===== src/rtl/calc_pkg.sv =====
// Shared definitions for the calculator front end: state codes, opcodes and widths.
package calc_pkg;

   localparam int OPERAND_IN_W = 10;
   localparam int DATA_W       = 16;

   typedef enum logic [2:0] {
      IDLE     = 3'd0,
      WAIT_B   = 3'd1,
      EXEC     = 3'd2,
      WAIT_ALU = 3'd3,
      SHOW     = 3'd4,
      FAULT    = 3'd5
   } state_t;

   localparam logic [2:0] ADD = 3'd0;
   localparam logic [2:0] SUB = 3'd1;
   localparam logic [2:0] MUL = 3'd2;
   localparam logic [2:0] DIV = 3'd3;

endpackage


===== src/rtl/calc_timeout_counter.sv =====
// Cycle counter with synchronous clear, count enable and a count == limit flag.
module calc_timeout_counter #(
   parameter int TW    = 8,
   parameter int LIMIT = 255
) (
   input  logic clk,
   input  logic rst_n,
   input  logic clr,
   input  logic en,
   output logic at_limit
);

   logic [TW-1:0] cnt_q;

   always_ff @(posedge clk or negedge rst_n) begin
      if (!rst_n) begin
         cnt_q <= '0;
      end else if (clr) begin
         cnt_q <= '0;
      end else if (en) begin
         cnt_q <= cnt_q + 1'b1;
      end
   end

   assign at_limit = (cnt_q == TW'(LIMIT));

endmodule


===== src/rtl/calc_zext_10_16.sv =====
// 10-to-16 zero-extend converter for switch-entered operands.
module calc_zext_10_16
   import calc_pkg::*;
(
   input  logic [OPERAND_IN_W-1:0] din,
   output logic [DATA_W-1:0]       dout
);

   assign dout = {{(DATA_W-OPERAND_IN_W){1'b0}}, din};

endmodule


===== src/rtl/calc_operand_sequencer.sv =====
// Front-end controller: captures two operands, starts the ALU and holds its result
// for display until cleared or a new entry begins.
module calc_operand_sequencer
   import calc_pkg::*;
#(
   parameter int OPW     = 3,
   parameter int TIMEOUT = 255,
   parameter int TW      = 8
) (
   input  logic                    clk,
   input  logic                    rst_n,
   input  logic [OPERAND_IN_W-1:0] data_in,
   input  logic                    load,
   input  logic [OPW-1:0]          opcode,
   input  logic                    clear,
   input  logic                    alu_done,
   input  logic                    alu_err,
   input  logic [DATA_W-1:0]       alu_result,
   output logic [DATA_W-1:0]       op_a,
   output logic [DATA_W-1:0]       op_b,
   output logic [OPW-1:0]          alu_op,
   output logic                    alu_start,
   output logic [DATA_W-1:0]       result,
   output logic                    result_valid,
   output logic                    error,
   output logic                    busy,
   output logic [2:0]              state
);

   state_t            state_q;
   logic [DATA_W-1:0] data_wide;
   logic              at_limit;

   calc_zext_10_16 u_zext (
      .din  (data_in),
      .dout (data_wide)
   );

   // Counter restarts on the EXEC cycle so it measures cycles spent in WAIT_ALU.
   calc_timeout_counter #(
      .TW    (TW),
      .LIMIT (TIMEOUT)
   ) u_timeout (
      .clk      (clk),
      .rst_n    (rst_n),
      .clr      (clear || (state_q == EXEC)),
      .en       ((state_q == WAIT_ALU) && !alu_done),
      .at_limit (at_limit)
   );

   // NOTE: all state updates use non-blocking assignments so every register in this
   // block samples pre-edge values, independent of statement order.
   always_ff @(posedge clk or negedge rst_n) begin
      if (!rst_n) begin
         state_q      <= IDLE;
         op_a         <= '0;
         op_b         <= '0;
         alu_op       <= '0;
         alu_start    <= 1'b0;
         result       <= '0;
         result_valid <= 1'b0;
         error        <= 1'b0;
      end else begin
         alu_start <= 1'b0;
         if (clear) begin
            state_q      <= IDLE;
            result_valid <= 1'b0;
            error        <= 1'b0;
         end else begin
            case (state_q)
               IDLE: begin
                  if (load) begin
                     op_a    <= data_wide;
                     state_q <= WAIT_B;
                  end
               end
               WAIT_B: begin
                  if (load) begin
                     op_b      <= data_wide;
                     alu_op    <= opcode;
                     alu_start <= 1'b1;
                     state_q   <= EXEC;
                  end
               end
               EXEC: state_q <= WAIT_ALU;
               WAIT_ALU: begin
                  // A completion in the limit cycle takes precedence over the timeout.
                  if (alu_done) begin
                     if (alu_err) begin
                        error   <= 1'b1;
                        state_q <= FAULT;
                     end else begin
                        result       <= alu_result;
                        result_valid <= 1'b1;
                        state_q      <= SHOW;
                     end
                  end else if (at_limit) begin
                     error   <= 1'b1;
                     state_q <= FAULT;
                  end
               end
               SHOW: begin
                  if (load) begin
                     result_valid <= 1'b0;
                     op_a         <= data_wide;
                     state_q      <= WAIT_B;
                  end
               end
               FAULT:   state_q <= FAULT;
               default: state_q <= IDLE;
            endcase
         end
      end
   end

   assign busy  = (state_q == EXEC) || (state_q == WAIT_ALU);
   assign state = state_q;

endmodule


===== config.mk =====
export PLATFORM = sky130hd
export DESIGN_NAME = calc_operand_sequencer
export DESIGN_NICKNAME = d
export VERILOG_FILES = /design/src/rtl/calc_pkg.sv /design/src/rtl/calc_timeout_counter.sv /design/src/rtl/calc_zext_10_16.sv /design/src/rtl/calc_operand_sequencer.sv
export SDC_FILE = /design/constraint.sdc
export NUM_CORES = 1
export LEC_CHECK = 0
export ABC_CLOCK_PERIOD_IN_PS = 1500
export CAP_MARGIN = 20
export CORE_ASPECT_RATIO = 0.9
export CORE_MARGIN = 2
export CORE_UTILIZATION = 40
export DETAILED_ROUTE_END_ITERATION = 16
export PLACE_DENSITY_LB_ADDON = 0.08
export SLEW_MARGIN = 20
export SYNTH_ARGS = -nofsm -noshare
export SYNTH_HDL_FRONTEND = slang
export SYNTH_SLANG_ARGS = --single-unit

===== constraint.sdc =====
create_clock -name clk -period 1.5 [get_ports clk]
set_input_delay 0.3 -clock clk [delete_from_list [all_inputs] [get_ports clk]]
set_output_delay 0.3 -clock clk [all_outputs]
set_load 0.02 [all_outputs]

-- Yosys cells after proc, flatten, opt, wreduce, memory -nomap -nowiden
Index checks and enable logic that the tools add are counted.
- output and inout port bits: 58
- register bits after elaboration: 53
- logic and storage cells: 63
- input port bits: 35
- equality and inequality tests: 13
- reduce and logical (&&, ||, !) cells: 16
- $add $sub $neg: 1
- muxes and demuxes: 22
- bitwise gates (word level): 2
- operator list (kind ; count):
    two-way mux 8 bit ; 2
    two-way mux 3 bit ; 5
    one-hot mux 3 bit (5 select lines) ; 1
    two-way mux 1 bit ; 13
    != test 3 bit (second input constant) ; 4
    AND reduction 3 bit ; 4
    adder 8 x 1 -> 8 bit (second input constant) ; 1
    equality test 8 bit (second input constant) ; 1
    AND reduction 4 bit ; 2
    equality test 3 x 2 -> 1 bit (second input constant) ; 2
    equality test 3 bit (second input constant) ; 2
    nonzero test 3 bit ; 2
    != test 4 bit (second input constant) ; 1
    nonzero test 2 bit ; 2
    equality test 3 x 1 -> 1 bit (second input constant) ; 1
    zero test 3 bit ; 1
    != test 3 x 1 -> 1 bit (second input constant) ; 1
    != test 3 x 2 -> 1 bit (second input constant) ; 1
    logical OR 1 bit ; 2
    NOT 1 bit ; 2
    one-hot mux 1 bit (2 select lines) ; 1
    OR reduction 2 bit ; 1
    logical AND 1 bit ; 1
    zero test 1 bit ; 1

-- Depth between registers and ports, before layout
Gate-level depths: netlist (run 1).
- depth after elaboration: 5
- depth in mapped cells: 6
- gate-level depth less buffers: 5

-- Cells and area by module
A second synthesis (run 1) with hierarchy kept.
- cell total of the unflattened synthesis: 202
- area total of the unflattened synthesis: 2845.2 um^2
- by module, submodules not included (module ; instances ; seq. area each (um^2) ; cells an instance ; area an instance (um^2)):
    calc_operand_sequencer ; 1 ; 1426.4 ; 146 ; 2324.7
    calc_timeout_counter ; 1 ; 200.2 ; 39 ; 396.6
    calc_zext_10_16 ; 1 ; 0.0 ; 17 ; 123.9

-- Least setup slack after synthesis (run 1)
No wires, ideal clock.
- path type: reg2reg
- start point: register state_q[1], in the netlist state[1]
- end point: register op_a[0]
- required time: 1375 ps
- period minus slack after synthesis: 1597 ps
- buffers on the path: 2
- library setup time: 125 ps
- stages on the path, launching flop included: 6
- setup slack: -97 ps
- data arrival time: 1472 ps
- cells stage by stage: dfrtp_1 -> buf_6 -> nor2_1 -> and3_1 -> buf_4 -> mux2_2
- word-level cells in the longest chain between the ends: 3
- elaborated cells between the ends (all ways): 4
- classes of those cells: 1 x eq/ne; 3 x reduce/logical
- RTL lines (item ; RTL line ; RTL):
    start, declared ; calc_operand_sequencer.sv:30 ; state_t state_q;
    start signal, assigned ; calc_operand_sequencer.sv:55 ; state_q <= IDLE;
    start signal, assigned ; calc_operand_sequencer.sv:66 ; state_q <= IDLE;
    start signal, assigned ; calc_operand_sequencer.sv:74 ; state_q <= WAIT_B;
    equality test 3 bit or zero test 3 bit (tied branches) ; calc_operand_sequencer.sv:70 ; case (state_q)
    OR reduction 2 bit (no line) (*) ; - ;
    AND reduction 3 bit (no line) (*) ; - ;
    end signal, assigned ; calc_operand_sequencer.sv:73 ; op_a <= data_wide;
    end signal, assigned ; calc_operand_sequencer.sv:105 ; op_a <= data_wide;
    end, declared ; calc_operand_sequencer.sv:19 ; output logic [DATA_W-1:0] op_a,
Mark *: on every way between the ends. The rest lies on a longest branch, timed or not.
A chain may end at the register's enable or synchronous reset.

-- Worst setup path in the final report (run 1)
- start point: register state_q[2], in the netlist state[2]
- end point: register u_timeout.cnt_q[5]
- word-level cells in the longest chain between the ends: 3
- elaborated cells between the ends (all ways): 6
- classes of those cells: 2 x eq/ne; 1 x mux; 3 x reduce/logical
- RTL lines (item ; RTL line ; RTL):
    equality test 3 x 2 -> 1 bit (on tied branches) ; calc_operand_sequencer.sv:46, calc_operand_sequencer.sv:47 ;
    logical OR 1 bit or logical AND 1 bit (tied branches) ; calc_operand_sequencer.sv:46, calc_operand_sequencer.sv:47 ;
    two-way mux 8 bit or nonzero test 2 bit (tied branches) ; - ;
    end signal, assigned ; calc_timeout_counter.sv:21 ; cnt_q <= cnt_q + 1'b1;
    end, declared ; calc_timeout_counter.sv:13 ; logic [TW-1:0] cnt_q;
Parallel ways exist; a longest one is shown, timed or not.

==> metrics.md, run 1 <==
| Metric | Value |
|---|---|
| Setup crit start kind | flip-flop |
| Fin Hold WS | 371 ps |
| Post-detail-place hpwl | 3.64 mm |
| Crit end category | flip-flop |
| Dpl cell area | 3460 um^2 |
| Clk_lat worst skew | 300 ps |
| Peak VDD IR | 532 uV |
| Upper clock frequency limit | 661 MHz |
| Commonest non-fill, non-tap cell in the layout | dfrtp_1 |
| Async SR Flop Fraction | 100% |
| GRT Util Overall | 15.4% |
| Core area | 6010 um^2 |
| Post-route cell area | 3610 um^2 |
| Total of max-cap violations | 0 |
| Synth top area cells | dfrtp_1 (54%), mux2_4 (12%), mux2_2 (9.2%), buf_4 (4.0%), buf_6 (1.8%) |
| Tmin final | 1510 ps |
| Nets | 329 |
| Die footprint | 6770 um^2 |
| Antenna violations before repair | 0 |
| First-pass GRT wire length | 8.42 mm |
| Leak pwr | 1.82 nW |
| Gpl congestion | 0.808 |
| Layout area overhead | 47.4% |
| Hold Crit Class | in2reg |
| Critical path type | reg2reg |
| GRT Residual Overflow | 0 |
| Number of synthesized flops with an enable pin | 0 |
| DR DRC count | 0 |
| Vias per cell | 4.77 |
| Crit path max fanout | 5 |
| DIE WIDTH | 86.5 um |
| Antenna-violating nets left | 0 |
| Clock skew | 6.43 ps |
| Critical Path RT | 1730 ps |
| Die Y | 78.2 um |
| Final-layout fill cell count | 518 |
| Synth Warn # | 0 |
| Period Utilization, post-route | 101% |
| Post-Route WL | 5.14 mm |
| TritonRoute pass-1 iters | 4 |
| DRT iter0 DRCs | 61 |
| Top FF cell, synth | dfrtp_1 |
| Status | finished, violations left |
| Layout cells sized above 1 | 34.4% |
| # port buffers | 80 |
| Via count | 1746 |
| # setup viols final | 1 |
| Arr. time, crit path | 1740 ps |
| Number of global-route vias before repair | 1732 |
| Clk sinks | 53 |
| CTS tree | yes |
| RSZ-0062 raised after global routing | yes |
| Synth Cell Area | 2450 um^2 |
| TritonCTS Buffers | 5 |
| Clock buffer depth | 2 |
| Final Hold Viols | 0 |
| Clock Root Buffer | clkbuf_8 |
| Pin count of the biggest net entering global routing | 54 |
| Antenna Cells | 0 |
| Seq/Total Area, Yosys | 54.1% |
| # rows | 27 |
| Failing checks | negative setup slack |
| WL/cell | 14.1 um |
| #FFs+latches synth | 53 |
| Gate Count Post-Synth | 182 |
| Setup ws final | -12.8 ps |
| CTS H-tree depth | 2 |
| Syn_area_per_cell | 13.5 um^2 |
| Area leader, netlist | dfrtp_1 |
| IO Count | 93 |
| PD cells | 1150 nW/um^2 |
| Synth top area share | 54.1% |
| Final Slew Violations | 0 |
| Register clock-pin slew on the reported worst setup and hold paths | 100 ps |
| Distinct cell type count after synthesis | 44 |
| Initial core utilization | 40.7% |
| Commonest cells after routing, fill and taps aside | dfrtp_1 (50), dlygate4sd2_1 (44), clkdlybuf4s50_1 (32), buf_4 (25), mux2_2 (20) |
## cell families (layout without fill, tap and decap cells)
family | Yosys count | count (layout) | share of synthesized area [%]
muxes | 39 | 39 | 20.8
other | 1 | 12 | 0.153
and+or+nand+nor | 42 | 43 | 10.8
adders and majority gates | 1 | 1 | 0.511
buffers and inverters | 24 | 124 | 7.00
xor gates and xnor gates | 4 | 4 | 1.43
DFF | 53 | 53 | 54.1
AOI/OAI and AO/OA | 18 | 18 | 5.11
## final cells by class
type | instances | area [um^2] | area share (%)
repair buffers | 111 | 1000 | 27.8
clock inverters | 3 | 43.8 | 1.21
flip-flops and latches | 53 | 1330 | 36.8
well taps | 72 | 90.1 | 2.49
inverters | 5 | 18.8 | 0.520
multi-input cells | 117 | 1060 | 29.2
clock buffers | 5 | 68.8 | 1.91
## metal layers
layer	track usage (%)	part of all wire (%)	up-vias
li1	-	-	843
met1	21.8	47	848
met2	23.7	46	53
met3	3.89	6.1	2
met4	3.75	0.47	0
met5	0	0	-
## cells in the mapped netlist, types with 2 or more instances
cell type,count
buf_4,13
buf_6,4
mux2_2,20
inv_1,4
nand3_1,2
nand2_4,2
nand4_1,3
nand2_1,12
nor2_1,7
mux2_4,19
dfrtp_1,53
and4_1,2
buf_2,2
xor2_1,3
o21ai_0,2
nor3_2,2
a21oi_1,4
o31ai_1,2
## repair_timing
| action | CTS | global route |
|---|---|---|
| hold buffers | 1 | 0 |
| buffers inserted | 2 | 2 |
| endpoints found under the setup margin | 65 | 44 |
| pin swaps | 0 | 1 |
| endpoints found under the hold margin | 45 | 0 |
| gates cloned | 0 | 1 |
| gates resized for setup | 50 | 15 |
## worst paths after layout
| kind | from | to | slack [ps] | cells past startpoint |
|---|---|---|---|---|
| setup / recovery | state[2]$_DFFE_PN0P_ | u_timeout.cnt_q[5]$_DFFE_PN0P_ | -10 | 6 |
| hold / removal | load | result_valid$_DFFE_PN0P_ | 370 | 4 |
| setup reg to reg | state[2]$_DFFE_PN0P_ | u_timeout.cnt_q[5]$_DFFE_PN0P_ | -10 | 6 |
| hold reg to reg | op_b[9]$_DFFE_PN0P_ | op_b[9]$_DFFE_PN0P_ | 510 | 1 |
| max in group asynchronous | rst_n | u_timeout.cnt_q[6]$_DFFE_PN0P_ | 730 | 3 |
| min in group asynchronous | rst_n | state[0]$_DFFE_PN0P_ | 510 | 3 |
## metrics by stage
stage,TNS (ps),utilization (%),cells,setup slack [ps],power (mW)
floorplan,-5.20,-,193,-0.520,2.65
CTS,0,59.0,363,11.0,4.21
global placement,-11650,57.5,352,-295,3.39
finish,-12.8,60.1,366,-12.8,4.16
detailed placement,-11640,57.5,352,-304,3.41
global route,-147,60.1,366,-64.1,4.40
## critical path, stage by stage (launching register included)
cell	delay, ps
dfrtp_2	420
nand2b_4	150
inv_2	50
buf_4	100
a21oi_4	60
or4_1	510
a21oi_2	160
## sequential cells by signal, indices dropped and copies added (netlist names)
name and cells:
result 16, alu_op 3, state 3, alu_start 1, op_a 10, u_timeout.cnt_q 8, result_valid 1, error 1
op_b 10
## where the power goes
| group | leakage (nW) | switching [mW] | internal, mW | total (mW) |
|---|---|---|---|---|
| Sequential | 0.676 | 0.139 | 1.69 | 1.83 |
| Combinational | 1.09 | 0.676 | 0.686 | 1.36 |
| Clock | 0.0585 | 0.468 | 0.501 | 0.969 |
| Total | 1.82 | 1.28 | 2.88 | 4.16 |
Power figures use the tool's default switching activity.
==> inputs of run 2 (changes only) <==
--- a/config.mk
+++ b/config.mk
@@ -5,11 +5,11 @@
 export SDC_FILE = /design/constraint.sdc
 export NUM_CORES = 1
 export LEC_CHECK = 0
-export ABC_CLOCK_PERIOD_IN_PS = 1500
+export ABC_CLOCK_PERIOD_IN_PS = 1700
 export CAP_MARGIN = 20
 export CORE_ASPECT_RATIO = 0.9
 export CORE_MARGIN = 2
-export CORE_UTILIZATION = 40
+export CORE_UTILIZATION = 44
 export DETAILED_ROUTE_END_ITERATION = 16
 export PLACE_DENSITY_LB_ADDON = 0.08
 export SLEW_MARGIN = 20
==> constraint.sdc (replaced) <==
create_clock -name clk -period 1.7 [get_ports clk]
set_input_delay 0.34 -clock clk [delete_from_list [all_inputs] [get_ports clk]]
set_output_delay 0.34 -clock clk [all_outputs]
set_load 0.02 [all_outputs]
==> metrics.md, run 2 (synthesis results as in run 1) <==
| Metric | Value |
|---|---|
| Status | finished clean |
| Cell count after placement | 339 |
| Die Y | 74.8 um |
| TritonCTS Buffers | 5 |
| Seq pwr share | 42.8% |
| Post-detail-place hpwl | 3.65 mm |
| Initial core utilization | 46.1% |
| Critical path type | reg2out |
| Sequential cell area | 1330 um^2 |
| Top delay family on crit path | buffers and inverters |
| Largest regs | result x16, op_a x10, op_b x10 |
| Vias per cell | 4.91 |
| Hold Buf Count CTS | 0 |
| Die footprint | 6180 um^2 |
| Met1 Resource Use GR | 22.9% |
| Fin Hold WS | 4.63 ps |
| PD cells | 1080 nW/um^2 |
| Gpl congestion | 0.834 |
| Layout area overhead | 43.6% |
| CP Buf/Inv Count | 1 |
| Clock Root Buffer | clkbuf_8 |
| Multi-input logic area | 1000 um^2 |
| Setup crit start kind | flip-flop |
| Final Slew Violations | 0 |
| Crit path max fanout | 2 |
| Commonest cells after routing, fill and taps aside | clkdlybuf4s50_1 (74), dfrtp_1 (51), mux2_2 (20), mux2_4 (19), buf_4 (16) |
| Critical Path Max Stage Delay | 620 ps |
| Commonest non-fill, non-tap cell in the layout | clkdlybuf4s50_1 |
| CTS tree | yes |
| Arr. time, crit path | 1290 ps |
| Leak pwr | 1.66 nW |
| # port buffers | 80 |
| Tmin final | 1630 ps |
| Clk_lat worst skew | 300 ps |
| DRT iter0 DRCs | 42 |
| Critical path, cell by cell | clkdlybuf4s50_1 |
| Most used routing layer | met2 |
| Tot Pwr | 3.80 mW |
| GRT Residual Overflow | 0 |
| Period Utilization, post-route | 96.0% |
| TritonRoute pass-1 iters | 4 |
| Via count | 1710 |
| IO Count | 93 |
| Max reg flops | 16 |
| Final Hold Viols | 0 |
| DIE WIDTH | 82.7 um |
| Clock skew | 5.42 ps |
| Clock buffer depth | 2 |
| Number of global-route vias before repair | 1690 |
| Clk sinks | 53 |
| Non-filler instance count after layout | 348 |
| Peak VDD IR | 611 uV |
| # rows | 25 |
| Switching share of power | 29.5% |
| GR Util met2 | 26.7% |
| Upper clock frequency limit | 613 MHz |
| Layout cells sized above 1 | 28.5% |
| CTS H-tree depth | 2 |
| WL/cell | 14.2 um |
| Largest register by flop count | result |
| Setup TNS | 0 ps |
| Switching power | 1.12 mW |
| Hold Crit Class | in2async |
| DR DRC count | 0 |
| Logic pwr share | 35.1% |
| Met3 Use GR | 5.16% |
| First-pass GRT wire length | 8.02 mm |
| Post-Route WL | 4.95 mm |
| Dpl cell area | 3390 um^2 |
| Critical Path RT | 1360 ps |
| Post-route cell area | 3520 um^2 |
| GRT Util Overall | 17.2% |
| Final-layout fill cell count | 427 |
| Antenna Cells | 0 |
| RSZ-0062 raised after global routing | no |
| # setup viols final | 0 |
| Antenna violations before repair | 0 |
| P_int | 2.68 mW |
| Nets | 316 |
| Core area | 5320 um^2 |
| Register clock-pin slew on the reported worst setup and hold paths | 90 ps |
| Clock share of power | 22.1% |
| Total of max-cap violations | 0 |
| CP max-delay cell | clkdlybuf4s50_1 |
| Antenna-violating nets left | 0 |
| Crit end category | output pin |
| Pin count of the biggest net entering global routing | 54 |
## run 2: final cells by class
cell class | instances | share of cell area [%]
flip-flops and latches | 53 | 37.8
multi-input cells | 116 | 28.4
repair buffers | 99 | 27.7
well taps | 67 | 2.38
clock buffers | 5 | 1.96
clock inverters | 3 | 1.25
inverters | 5 | 0.534
## run 2: power by group through the flow
| stage | Combinational (mW) | Sequential [mW] | Clock, mW |
|---|---|---|---|
| finish | 1.34 | 1.63 | 0.841 |
| global route | 1.42 | 1.66 | 0.934 |
| CTS | 1.35 | 1.63 | 0.880 |
| detailed placement | 1.35 | 1.65 | 0 |
| global placement | 1.32 | 1.65 | 0 |
| floorplan | 0.399 | 1.93 | 0 |
## run 2: worst paths after layout
| check | startpoint | end | slack, ps | cells after the start |
|---|---|---|---|---|
| hold / removal | rst_n | error$_DFFE_PN0P_ | 5 | 2 |
| max in group asynchronous | rst_n | state[0]$_DFFE_PN0P_ | 1440 | 2 |
| setup / recovery | op_b[4]$_DFFE_PN0P_ | op_b[4] | 70 | 1 |
| min in group clk | op_a[0]$_DFFE_PN0P_ | op_a[0]$_DFFE_PN0P_ | 510 | 1 |
| hold reg to reg | op_a[0]$_DFFE_PN0P_ | op_a[0]$_DFFE_PN0P_ | 510 | 1 |
| setup reg to reg | state[1]$_DFFE_PN0P_ | alu_op[0]$_DFFE_PN0P_ | 80 | 6 |
## run 2: routing by layer
layer	wire (um)	part of all wire (%)
met1	2190	44
met5	0	0
met3	398	8.0
met2	2300	46
met4	65	1.3
## run 2: worst reg2reg max path, delay by kind of cell (launching register included)
family	cells	cell delay [ps]
buf+inv	3	480
flops	1	450
mux	1	310
simple gates	2	270
## run 2: timing repair
| action | in CTS | in global routing |
|---|---|---|
| setup buffers | 1 | 0 |
| resized for setup | 6 | 2 |
| hold endpoints to repair | 0 | 0 |
| setup endpoints to repair | 4 | 9 |
## run 2: metrics by stage
step	util, %	setup slack [ps]
after floorplan	-	103
after global placement	63.8	-138
after detailed placement	63.8	-152
after CTS	66.0	48.6
after global routing	66.1	6.24
final	66.1	68.4
==> inputs of run 3 (changes only) <==
--- a/config.mk
+++ b/config.mk
@@ -6,9 +6,8 @@
 export NUM_CORES = 1
 export LEC_CHECK = 0
 export ABC_CLOCK_PERIOD_IN_PS = 1700
-export CAP_MARGIN = 20
+export CAP_MARGIN = 0
 export CORE_ASPECT_RATIO = 0.9
-export CORE_MARGIN = 2
 export CORE_UTILIZATION = 44
 export DETAILED_ROUTE_END_ITERATION = 16
 export PLACE_DENSITY_LB_ADDON = 0.08
==> metrics.md, run 3 (synthesis results as in run 1) <==
| Metric | Value |
|---|---|
| Antenna Cells | 0 |
| Commonest cells after routing, fill and taps aside | clkdlybuf4s50_1 (75), dfrtp_1 (51), mux2_2 (20), mux2_4 (19), buf_4 (19) |
| Switching power | 1.13 mW |
| Clock share of power | 19.2% |
| RSZ-0062 raised after global routing | no |
| Logic pwr share | 36.6% |
| Multi-input logic area | 998 um^2 |
| Clk_lat worst skew | 300 ps |
| P_int | 2.54 mW |
| Clock skew | 6.81 ps |
| DIE WIDTH | 80.7 um |
| Number of global-route vias before repair | 1721 |
| Arr. time, crit path | 1300 ps |
| IO Count | 93 |
| Vias per cell | 4.94 |
| CP max-delay cell | clkdlybuf4s50_1 |
| Critical path, cell by cell | clkdlybuf4s50_1 |
| Via count | 1738 |
| Clock buffer depth | 2 |
| Hold Crit Class | in2async |
| DRT iter0 DRCs | 69 |
| Crit end category | output pin |
| Critical Path Start | result[1]$_DFFE_PN0P_ |
| Reg2Reg Depth | 6 |
| Internal reg-to-reg setup slack | 110 ps |
| Clk sinks | 53 |
| Final Slew Violations | 0 |
| Post-Route WL | 5.05 mm |
| Crit path max fanout | 2 |
| RR Endpoint | op_a[7]$_DFFE_PN0P_ |
| Total of max-cap violations | 0 |
| TritonRoute pass-1 iters | 5 |
| CTS tree | yes |
| Period Utilization, post-route | 96.2% |
| Final-layout fill cell count | 430 |
| Seq pwr share | 44.2% |
| Upper clock frequency limit | 612 MHz |
| CTS H-tree depth | 2 |
| PD cells | 1040 nW/um^2 |
| Tot Pwr | 3.67 mW |
| Status | finished clean |
| Max reg flops | 16 |
| Setup crit start kind | flip-flop |
| Initial core utilization | 46.1% |
| CP Buf/Inv Count | 1 |
| GRT Residual Overflow | 0 |
| Post-detail-place hpwl | 3.83 mm |
| Critical Path RT | 1360 ps |
| Commonest non-fill, non-tap cell in the layout | clkdlybuf4s50_1 |
| Register clock-pin slew on the reported worst setup and hold paths | 100 ps |
| Antenna violations before repair | 0 |
| Final Hold Viols | 0 |
| TritonCTS Buffers | 5 |
| Critical path type | reg2out |
| Largest register by flop count | result |
| # setup viols final | 0 |
| # rows | 25 |
| First-pass GRT wire length | 8.33 mm |
| GRT Util Overall | 18.6% |
| Leak pwr | 1.65 nW |
| Tmin final | 1640 ps |
| Antenna-violating nets left | 0 |
| Switching share of power | 30.8% |
| Core area | 5320 um^2 |
| Critical Path Max Stage Delay | 610 ps |
| Setup ws final | 64.9 ps |
| Layout area overhead | 43.5% |
| Clock Root Buffer | clkbuf_8 |
| # port buffers | 80 |
| Pre-CTS WS | -158 ps |
| Layout cells sized above 1 | 29.5% |
| Sequential cell area | 1330 um^2 |
| Critical R2R Launch | state[1]$_DFFE_PN0P_ |
| Die footprint | 5870 um^2 |
| Peak VDD IR | 710 uV |
| DR DRC count | 0 |
| Die Y | 72.8 um |
| Top delay family on crit path | buffers and inverters |
| Nets | 320 |
| Pin count of the biggest net entering global routing | 41 |
| WL/cell | 14.4 um |
| Largest regs | result x16, op_a x10, op_b x10 |
| Gpl congestion | 0.889 |
[run 3: power by group through the flow]
| stage | combinational, mW | sequential, mW | clock, mW |
|---|---|---|---|
| finish | 1.34 | 1.62 | 0.706 |
| global route | 1.42 | 1.65 | 0.792 |
| CTS | 1.35 | 1.63 | 0.744 |
| detailed placement | 1.34 | 1.66 | 0 |
| global placement | 1.32 | 1.65 | 0 |
| floorplan | 0.399 | 1.93 | 0 |
[run 3: per-layer routing]
layer | global-route usage (%) | part of all wire, % | vias up
li1 | - | - | 819
met1 | 25.0 | 46 | 845
met2 | 30.9 | 47 | 70
met3 | 3.62 | 6.5 | 4
met4 | 4.96 | 0.81 | 0
met5 | 0 | 0 | -
[run 3: through the flow]
stage	utilization, %	TNS (ps)	std cells	hold slack [ps]	area, um^2
floorplan	-	0	193	44.4	2490
global placement	63.7	-3410	340	270	3390
detailed placement	63.7	-4320	340	270	3390
CTS	65.8	0	350	470	3500
global route	66.1	0	352	509	3510
finish	66.1	0	352	471	3510
[run 3: worst register-to-register path, delay by kind of cell (launching register included)]
kind	cells	cell delay, ps
multiplexers	1	340
AND/OR/NAND/NOR	2	330
flip-flops	1	410
buffers and inverters	3	420
[run 3: final cells by class]
| type | count | share of cell area (%) |
|---|---|---|
| clock buffer | 5 | 1.96 |
| clock inverter | 3 | 0.605 |
| inverter | 5 | 0.534 |
| multi-input combinational | 116 | 28.4 |
| sequential | 53 | 37.8 |
| tap | 67 | 2.39 |
| timing repair buffer | 103 | 28.3 |
[run 3: how the worst max path moves through the flow]
stage	cells after the start	end	slack (ps)
2_1_floorplan	5	op_a[0]$_DFFE_PN0P_	100
3_3_place_gp	5	result[6]$_DFFE_PN0P_	-120
3_5_place_dp	5	result[6]$_DFFE_PN0P_	-160
4_1_cts	6	op_a[7]$_DFFE_PN0P_	6
5_1_grt	1	op_a[4]	20
6_report	1	result[1]	60
[run 3: what timing repair did]
action | 4_1_cts | 5_1_grt
endpoints found under the setup margin | 4 | 19
hold buffers | 1 | 0
buffers inserted | 1 | 2
hold endpoints to repair | 13 | 0
gates resized for setup | 8 | 0
pin swaps | 0 | 0
